<file path="config.mk">
export PLATFORM = sky130hd
export DESIGN_NAME = writeback_trace_capture
export DESIGN_NICKNAME = d
export VERILOG_FILES = /design/src/rtl/writeback_trace_capture.sv
export SDC_FILE = /design/constraint.sdc
export NUM_CORES = 1
export LEC_CHECK = 0
export BUFFER_PORTS_ARGS = -buffer_cell sky130_fd_sc_hd__buf_4
export CORE_ASPECT_RATIO = 1.5
export CORE_MARGIN = 10
export CORE_UTILIZATION = 35
export DETAILED_ROUTE_END_ITERATION = 8
export GPL_ROUTABILITY_DRIVEN = 0
export GPL_TIMING_DRIVEN = 0
export PLACE_DENSITY = 0.54
export SLEW_MARGIN = 20
export SYNTH_ARGS = -nofsm -noshare
export SYNTH_HDL_FRONTEND = slang
export SYNTH_SLANG_ARGS = --single-unit
</file>
<file path="constraint.sdc">
create_clock -name Clock -period 7.85 [get_ports Clock]
set_input_delay 0.3925 -clock Clock [delete_from_list [all_inputs] [get_ports Clock]]
set_output_delay 0.3925 -clock Clock [all_outputs]
set_load 0.05 [all_outputs]
</file>
<file path="src/rtl/writeback_trace_capture.sv">
// Captures one (PC, WriteData) entry per retired instruction into a circular FIFO
// drained through a request/valid port, and flags a halt when the PC stops moving.
module writeback_trace_capture #(
    parameter int ADDR_W      = 3,
    parameter int HALT_CYCLES = 8
) (
    input  logic              Clock,
    input  logic              Reset,
    input  logic              Enable,
    input  logic [31:0]       ProgramCounter,
    input  logic [31:0]       WriteData,
    input  logic              RdReq,
    output logic              RdValid,
    output logic [31:0]       RdPC,
    output logic [31:0]       RdData,
    output logic [ADDR_W:0]   Count,
    output logic              Empty,
    output logic              Full,
    output logic              Overflow,
    output logic              HaltDetected
);

    localparam int DEPTH = 2 ** ADDR_W;
    localparam int SCW   = $clog2(HALT_CYCLES);
    localparam logic [ADDR_W-1:0] PTR_ONE   = ADDR_W'(1);
    localparam logic [ADDR_W:0]   CNT_ONE   = (ADDR_W + 1)'(1);
    localparam logic [ADDR_W:0]   CNT_ZERO  = (ADDR_W + 1)'(0);
    localparam logic [ADDR_W:0]   CNT_DEPTH = (ADDR_W + 1)'(DEPTH);
    localparam logic [SCW-1:0]    STABLE_ONE  = SCW'(1);
    localparam logic [SCW-1:0]    STABLE_LAST = SCW'(HALT_CYCLES - 2);

    typedef enum logic [1:0] {
        IDLE   = 2'd0,
        RUN    = 2'd1,
        HALTED = 2'd2
    } state_t;

    state_t            state_r, stateNext_s;
    logic [31:0]       prevPc_r, prevPcNext_s;
    logic [SCW-1:0]    stableCnt_r, stableNext_s;
    logic              capture_s, haltSet_s;
    logic              popAcc_s, capAcc_s, drop_s;
    logic [ADDR_W-1:0] wrPtr_r, rdPtr_r;
    logic [ADDR_W:0]   countNext_s;
    logic [63:0]       mem_r [DEPTH];

    // Next-state decode: capture on a new PC, count repeats of the same PC toward a halt
    always_comb begin
        stateNext_s  = state_r;
        prevPcNext_s = prevPc_r;
        stableNext_s = stableCnt_r;
        capture_s    = 1'b0;
        haltSet_s    = 1'b0;
        case (state_r)
            IDLE: begin
                if (Enable) begin
                    capture_s    = 1'b1;
                    prevPcNext_s = ProgramCounter;
                    stableNext_s = {SCW{1'b0}};
                    stateNext_s  = RUN;
                end else begin
                    stateNext_s  = IDLE;
                end
            end
            RUN: begin
                if (Enable) begin
                    if (ProgramCounter != prevPc_r) begin
                        capture_s    = 1'b1;
                        prevPcNext_s = ProgramCounter;
                        stableNext_s = {SCW{1'b0}};
                    end else if (stableCnt_r == STABLE_LAST) begin
                        stableNext_s = stableCnt_r + STABLE_ONE;
                        haltSet_s    = 1'b1;
                        stateNext_s  = HALTED;
                    end else begin
                        stableNext_s = stableCnt_r + STABLE_ONE;
                    end
                end else begin
                    stateNext_s = RUN;
                end
            end
            HALTED:  stateNext_s = HALTED;
            default: stateNext_s = IDLE;
        endcase
    end

    // A full FIFO still accepts a capture when the same cycle pops; an empty one never bypasses
    assign popAcc_s = RdReq && (Count != CNT_ZERO);
    assign capAcc_s = capture_s && ((Count != CNT_DEPTH) || popAcc_s);
    assign drop_s   = capture_s && (Count == CNT_DEPTH) && !popAcc_s;

    // Occupancy update from the accepted capture/pop pair
    always_comb begin
        case ({capAcc_s, popAcc_s})
            2'b10:   countNext_s = Count + CNT_ONE;
            2'b01:   countNext_s = Count - CNT_ONE;
            default: countNext_s = Count;
        endcase
    end

    // Storage array; contents are don't-care after reset
    always_ff @(posedge Clock) begin
        if (capAcc_s) begin
            mem_r[wrPtr_r] <= {ProgramCounter, WriteData};
        end
    end

    // Control state, pointers and registered read-port outputs
    always_ff @(posedge Clock) begin
        if (Reset) begin
            state_r      <= IDLE;
            prevPc_r     <= 32'd0;
            stableCnt_r  <= {SCW{1'b0}};
            wrPtr_r      <= {ADDR_W{1'b0}};
            rdPtr_r      <= {ADDR_W{1'b0}};
            Count        <= CNT_ZERO;
            Empty        <= 1'b1;
            Full         <= 1'b0;
            RdValid      <= 1'b0;
            RdPC         <= 32'd0;
            RdData       <= 32'd0;
            Overflow     <= 1'b0;
            HaltDetected <= 1'b0;
        end else begin
            state_r     <= stateNext_s;
            prevPc_r    <= prevPcNext_s;
            stableCnt_r <= stableNext_s;
            Count       <= countNext_s;
            Empty       <= (countNext_s == CNT_ZERO);
            Full        <= (countNext_s == CNT_DEPTH);
            RdValid     <= popAcc_s;
            if (capAcc_s) begin
                wrPtr_r <= wrPtr_r + PTR_ONE;
            end
            if (popAcc_s) begin
                rdPtr_r        <= rdPtr_r + PTR_ONE;
                {RdPC, RdData} <= mem_r[rdPtr_r];
            end
            if (drop_s) begin
                Overflow <= 1'b1;
            end
            if (haltSet_s) begin
                HaltDetected <= 1'b1;
            end
        end
    end

endmodule

</file>
==> summary.txt, run 1 <==
Synth
  • Post-synth EDFFs: 512
  • Sequential area share after synthesis: 74.7%
  • Syn_nets: 1312
  • Post-Syn Area: 23700 µm²
  • Synth top area cells: edfxtp_1, mux4_2, dfxtp_1
  • Ys async rst share: 0%
  • Syn Inst Count: 1237
  • Synth top area share: 64.9%
  • Register bit total from synthesis: 628
  • Number of library cell types mapped by synthesis: 40
  • Yosys warnings: 0
  • Cell taking the most area after synthesis: edfxtp_1
  • Avg Inst Size Synth: 19.1 µm²
  • Top FF cell, synth: edfxtp_1

Cells and area
  • Layout cells sized above 1: 28.2%
  • # fillers: 5879
  • Seq. cell area: 17700 µm²
  • Most common cell after layout, fill and taps aside: edfxtp_1
  • Nets: 1601
  • Area grow syn2layout: 21.5%
  • Area of the multi-input gates: 5730 µm²
  • Most frequent cells in the layout: edfxtp_1, buf_4, mux4_2

Die
  • Core area: 66900 µm²
  • Die H: 339 µm
  • I/O Pins: 141
  • Die area: 78700 µm²
  • Starting density of the core: 35.4%
  • Die width: 232 µm
  • Std-Cell Rows: 116

Pwr
  • Pwr Density: 313 nW/µm²
  • Power Total: 9000 µW
  • Peak supply drop: 271 µV
  • Leak pwr: 0.00940 µW

Critical path
  • CP Launch Type: register
  • CP Class: register to register
  • WP data required: 8.37 ns
  • Crit path capture type: register
  • WP data arrival: 4.44 ns
  • Crit Path Max Fanout: 10
  • R2r worst-path depth: 14

Timing
  • Hold slack: 0.0402 ns
  • Unrepaired setup endpoints after global routing: no
  • Fin crit share: 50.0%
  • Fmax: 255 MHz
  • Min Clock Period, post-route: 3.93 ns
  • Worst Max-Slew Pin Slew: 1.16 ns
  • Final setup vio count: 0
  • Worst rel slew slack: 22.6%
  • Setup TNS: 0 ns
  • Setup WS post-layout: 3.92 ns
  • Clock Skew: 0.0277 ns
  • Slew Viols, Final: 0
  • Final hold viol count: 0

Detailed routing
  • Max layer used: met5
  • Routed len/inst: 24.0 µm
  • DR pass1 iterations: 4
  • Drt via density: 4.99
  • # DRC: 0
  • Metal2 WL: 31700 µm
  • Final WL: 59200 µm
  • Via count: 12.3k
  • WL met3: 2590 µm
  • Post-Route M1 WL: 23600 µm
  • First DRT Iteration DRCs: 729
  • Routed Antenna Nets: 0

Clock tree
  • Clock Latency Late Sink: 0.61 ns
  • Clk buf depth: 3
  • Clk sinks: 628
  • Num CTS Buffers: 58
  • Root buf cell: clkbuf_16
  • Post_cts resized: 0
  • Hold-fix buffers at CTS: 29
  • CTS clk-pin slew, worst paths: 0.06 ns
  • Postcts setup bufs: 0
  • CTS tree: built
  • H-Tree Depth: 2

Hold path
  • Hold depth: 1
  • Min-delay worst type: input port to register

Placement
  • DP HPWL: 41100 µm
  • Setup WS pre-CTS: 3.73 ns
  • Number of port buffers: 139

Global route
  • Number of global-route vias before repair: 13.2k
  • Total GRT Usage: 15.0%
  • Pin count of the biggest net entering global routing: 21
  • Grt total ovfl: 0
  • First-pass GRT wire length: 87500 µm
  • Initial antenna violation count: 3

Flow run
  • Max Cap Viol: 0

Status
  • Status: complete, no violations
==> worst max-delay path, stage by stage, from the launching register on <==
cell,delay [ns]
dfxtp_1,0.32
xnor2_1,0.29
nand4_1,0.22
nor4_4,0.34
a31oi_2,0.21
buf_6,0.19
buf_2,0.24
nor2_1,0.27
ha_1,0.29
a21o_1,0.18
a21oi_1,0.32
nor4b_1,0.30
mux2i_1,0.15
a31oi_1,0.21
and3_1,0.30
==> stage by stage <==
stage | std cells | utilization (%) | cell area, µm²
after detailed placement | 2322 | 39.7 | 26600
after CTS | 2461 | 43.0 | 28800
after global routing | 2462 | 43.0 | 28800
after global placement | 2261 | 38.6 | 25800
after floorplan | 1237 | - | 23700
final | 2462 | 43.0 | 28800
==> final timing paths <==
check | from | end | slack (ns)
max | prevPc_r[6] | Full | 3.92
min | WriteData[20] | mem_r[5][20] | 0.04
max reg2reg | prevPc_r[6] | Full | 3.92
min reg2reg | HaltDetected | HaltDetected | 0.46
==> final cells by class <==
cell class	instances	area share, %
antenna	1	0.00870
sequential	628	61.5
multi-input combinational	535	19.9
clock buffer	80	5.73
clock inverter	30	0.865
tap	885	3.85
timing repair buffer	229	7.07
buffer	70	1.03
inverter	4	0.0522
==> sequential cells by signal (all words and copies together), names as in the netlist <==
signal	cells
Count	4
prevPc_r	32
rdPtr_r	3
Empty	1
Full	1
Overflow	1
RdPC	32
wrPtr_r	3
stableCnt_r	3
RdValid	1
mem_r	512
RdData	32
HaltDetected	1
state_r	2
==> synthesized netlist by cell type, drive strengths merged (6+ instances only) <==
library cell  count
ha                6
dfxtp           116
xnor2            33
a211oi           64
clkbuf           45
buf              25
nor3             10
nand3             7
mux2i            94
nand2            26
nor2            113
a21oi            15
edfxtp          512
nand4             7
mux4            128
==> where the power goes <==
| group | internal (µW) | switching, µW | total [µW] |
|---|---|---|---|
| combinational | 826 | 1380 | 2210 |
| clock | 1600 | 1220 | 2820 |
| sequential | 3860 | 120 | 3980 |
==> per-layer routing <==
metal  up-vias  track usage (%)
li1       5516                -
met1      6433             17.9
met2       240             27.0
met3        86             2.60
met4         4             3.91
met5         -                0
==> kinds of logic after synthesis <==
family                   after synthesis  share of synthesized area (%)
XOR/XNOR                              38                           1.41
AO/OA/AOI/OAI                         90                           2.70
buffers and inverters                 74                           1.31
adder cells (fa/ha/maj)                7                          0.402
multiplexers                         222                           16.2
AND/OR/NAND/NOR                      178                           3.24
flip-flops                           628                           74.7
(Power assumes the default switching activity.)
==> inputs of run 2 (changes only) <==
PLACE_DENSITY = 0.52   (was 0.54)
clock period = 4 ns   (was 7.85 ns; I/O delays follow)
==> run 2 against run 1 <==
  * Die area unchanged
  * Largest power group unchanged
  * Clock skew grew 0.0078 ns
  * Largest cell class unchanged
  * Wire length increased by 0.47%
  * Sequential share of layout area decreased by 1.1 points
  * Via count up 0.56%
==> summary.txt, run 2 (synthesized netlist as in run 1, its figures left out) <==
Status
  • Status: complete, no violations

Critical path
  • Crit path cell chain: dlygate4sd3_1 -> buf_4 -> xnor2_1 -> nand4_1 -> nor2_2 -> a31oi_2 -> buf_6 -> buf_2 -> nand3_1 -> nor2_4 -> buf_16 -> buf_16 -> buf_12 -> buf_16
  • Crit path max-delay family: buffers and inverters
  • Cell mode on critical path: buf_16
  • Crit path capture type: register
  • CP Class: input port to register
  • CP Launch Type: input port
  • WP data required: 4.32 ns
  • CP max stage cell: nor2_4
  • Worst Path Buf+Inv: 8
  • WP data arrival: 4.14 ns
  • Crit Path Max Fanout: 16
  • Worst path max stage delay: 0.69 ns

Hold path
  • Min-delay worst type: input port to register

Cells and area
  • Most common cell after layout, fill and taps aside: edfxtp_1
  • Area grow syn2layout: 23.7%
  • # fillers: 5922
  • Ant diodes: 0
  • Layout cells sized above 1: 27.6%
  • Number of flip-flops in the largest register: 512
  • Most frequent cells in the layout: edfxtp_1, buf_4, mux4_2
  • Nets: 1624
  • Cell area after layout: 29300 µm²
  • Top reg by flops: mem_r

Clock tree
  • Clk buf depth: 3
  • H-Tree Depth: 2
  • CTS clk-pin slew, worst paths: 0.06 ns
  • Clk sinks: 628
  • Num CTS Buffers: 60
  • Clock Latency Late Sink: 0.63 ns
  • Root buf cell: clkbuf_16
  • CTS tree: built

Pwr
  • Clk pwr share: 31.5%
  • Design internal power: 12400 µW
  • Combinational share of power: 24.6%
  • Pwr Density: 608 nW/µm²
  • Sequential share of power: 43.9%
  • Peak supply drop: 329 µV
  • P_sw: 5410 µW
  • Leak pwr: 0.00955 µW
  • Sw frac: 30.3%

Timing
  • Fmax: 262 MHz
  • Final hold viol count: 0
  • Slew Viols, Final: 0
  • Setup WS post-layout: 0.184 ns
  • Fin crit share: 95.4%
  • Min Clock Period, post-route: 3.82 ns
  • Worst Max-Slew Pin Slew: 1.10 ns
  • Worst rel slew slack: 26.6%
  • Clock Skew: 0.0355 ns
  • Final setup vio count: 0
  • Unrepaired setup endpoints after global routing: no

Die
  • Die area: 78700 µm²
  • Core area: 66900 µm²
  • Std-Cell Rows: 116
  • I/O Pins: 141
  • Die width: 232 µm
  • Starting density of the core: 35.4%
  • Die H: 339 µm

Detailed routing
  • Routed len/inst: 23.9 µm
  • Drt via density: 4.97
  • Final WL: 59400 µm
  • DR pass1 iterations: 4
  • Via count: 12.3k
  • Routed Antenna Nets: 0
  • First DRT Iteration DRCs: 758
  • # DRC: 0

Global route
  • First-pass GRT wire length: 88300 µm
  • Pin count of the biggest net entering global routing: 18
  • Total GRT Usage: 15.1%
  • Number of global-route vias before repair: 13.3k
  • Grt total ovfl: 0
  • Initial antenna violation count: 3

Placement
  • Area post-placement: 26700 µm²
  • Setup WS pre-CTS: 0.00214 ns
  • DP HPWL: 41300 µm
  • Number of port buffers: 139

Flow run
  • Max Cap Viol: 0
run 2: path summary, 6_finish.rpt:
| check | start | end | slack (ns) | depth (start not counted) |
|---|---|---|---|---|
| max | ProgramCounter[26] | mem_r[5][10] | 0.18 | 14 |
| min | RdReq | RdValid | 0.1 | 3 |
| max reg2reg | prevPc_r[26] | mem_r[5][10] | 0.28 | 12 |
| min reg2reg | HaltDetected | HaltDetected | 0.46 | 2 |
run 2: power by group through the flow:
stage	sequential (µW)	clock (µW)	combinational (µW)
floorplan	8860	0	2000
global placement	7970	0	4330
detailed placement	7950	0	4450
CTS	7810	5770	4520
global route	7860	6000	4740
finish	7810	5610	4390
run 2: worst min-delay path: stages:
cell and delay (ns):
buf_4 0.14, o21ai_0 0.19, nor2_1 0.10
run 2: per-stage QoR:
step	TNS [ns]	cells	util [%]	hold slack [ns]	total power (µW)
final	0	2485	43.8	0.0975	17800
after global placement	-1884.30	2261	38.7	0.425	12300
after CTS	0	2485	43.8	0.0269	18100
after detailed placement	0	2307	39.9	0.438	12400
after floorplan	-199.09	1237	-	0.299	10900
after global routing	0	2485	43.8	0.107	18600
run 2: metal layers:
layer  global-route usage, %  share of wire, %  up-vias
li1                        -                 -     5566
met1                    17.8                40     6475
met2                    27.5                54      224
met3                    2.78               4.3       77
met4                    3.62               1.8        6
met5                       0             0.047        -
run 2: what timing repair did:
| item | 4_1_cts | 5_1_grt |
|---|---|---|
| setup endpoints to repair | 0 | 4 |
| gates resized for setup | 0 | 4 |
| setup buffers | 0 | 0 |
| hold buffers | 65 | 0 |
| hold endpoints to repair | 545 | 0 |
run 2: area by class of cell:
class | instances | area (µm²) | area share, %
Sequential cell | 628 | 17700 | 60.4
Multi-Input combinational cell | 535 | 5770 | 19.7
Timing Repair Buffer | 250 | 2460 | 8.41
Clock buffer | 89 | 1730 | 5.91
Tap cell | 885 | 1110 | 3.78
Buffer | 70 | 297 | 1.01
Clock inverter | 24 | 211 | 0.722
Inverter | 4 | 15.0 | 0.0513
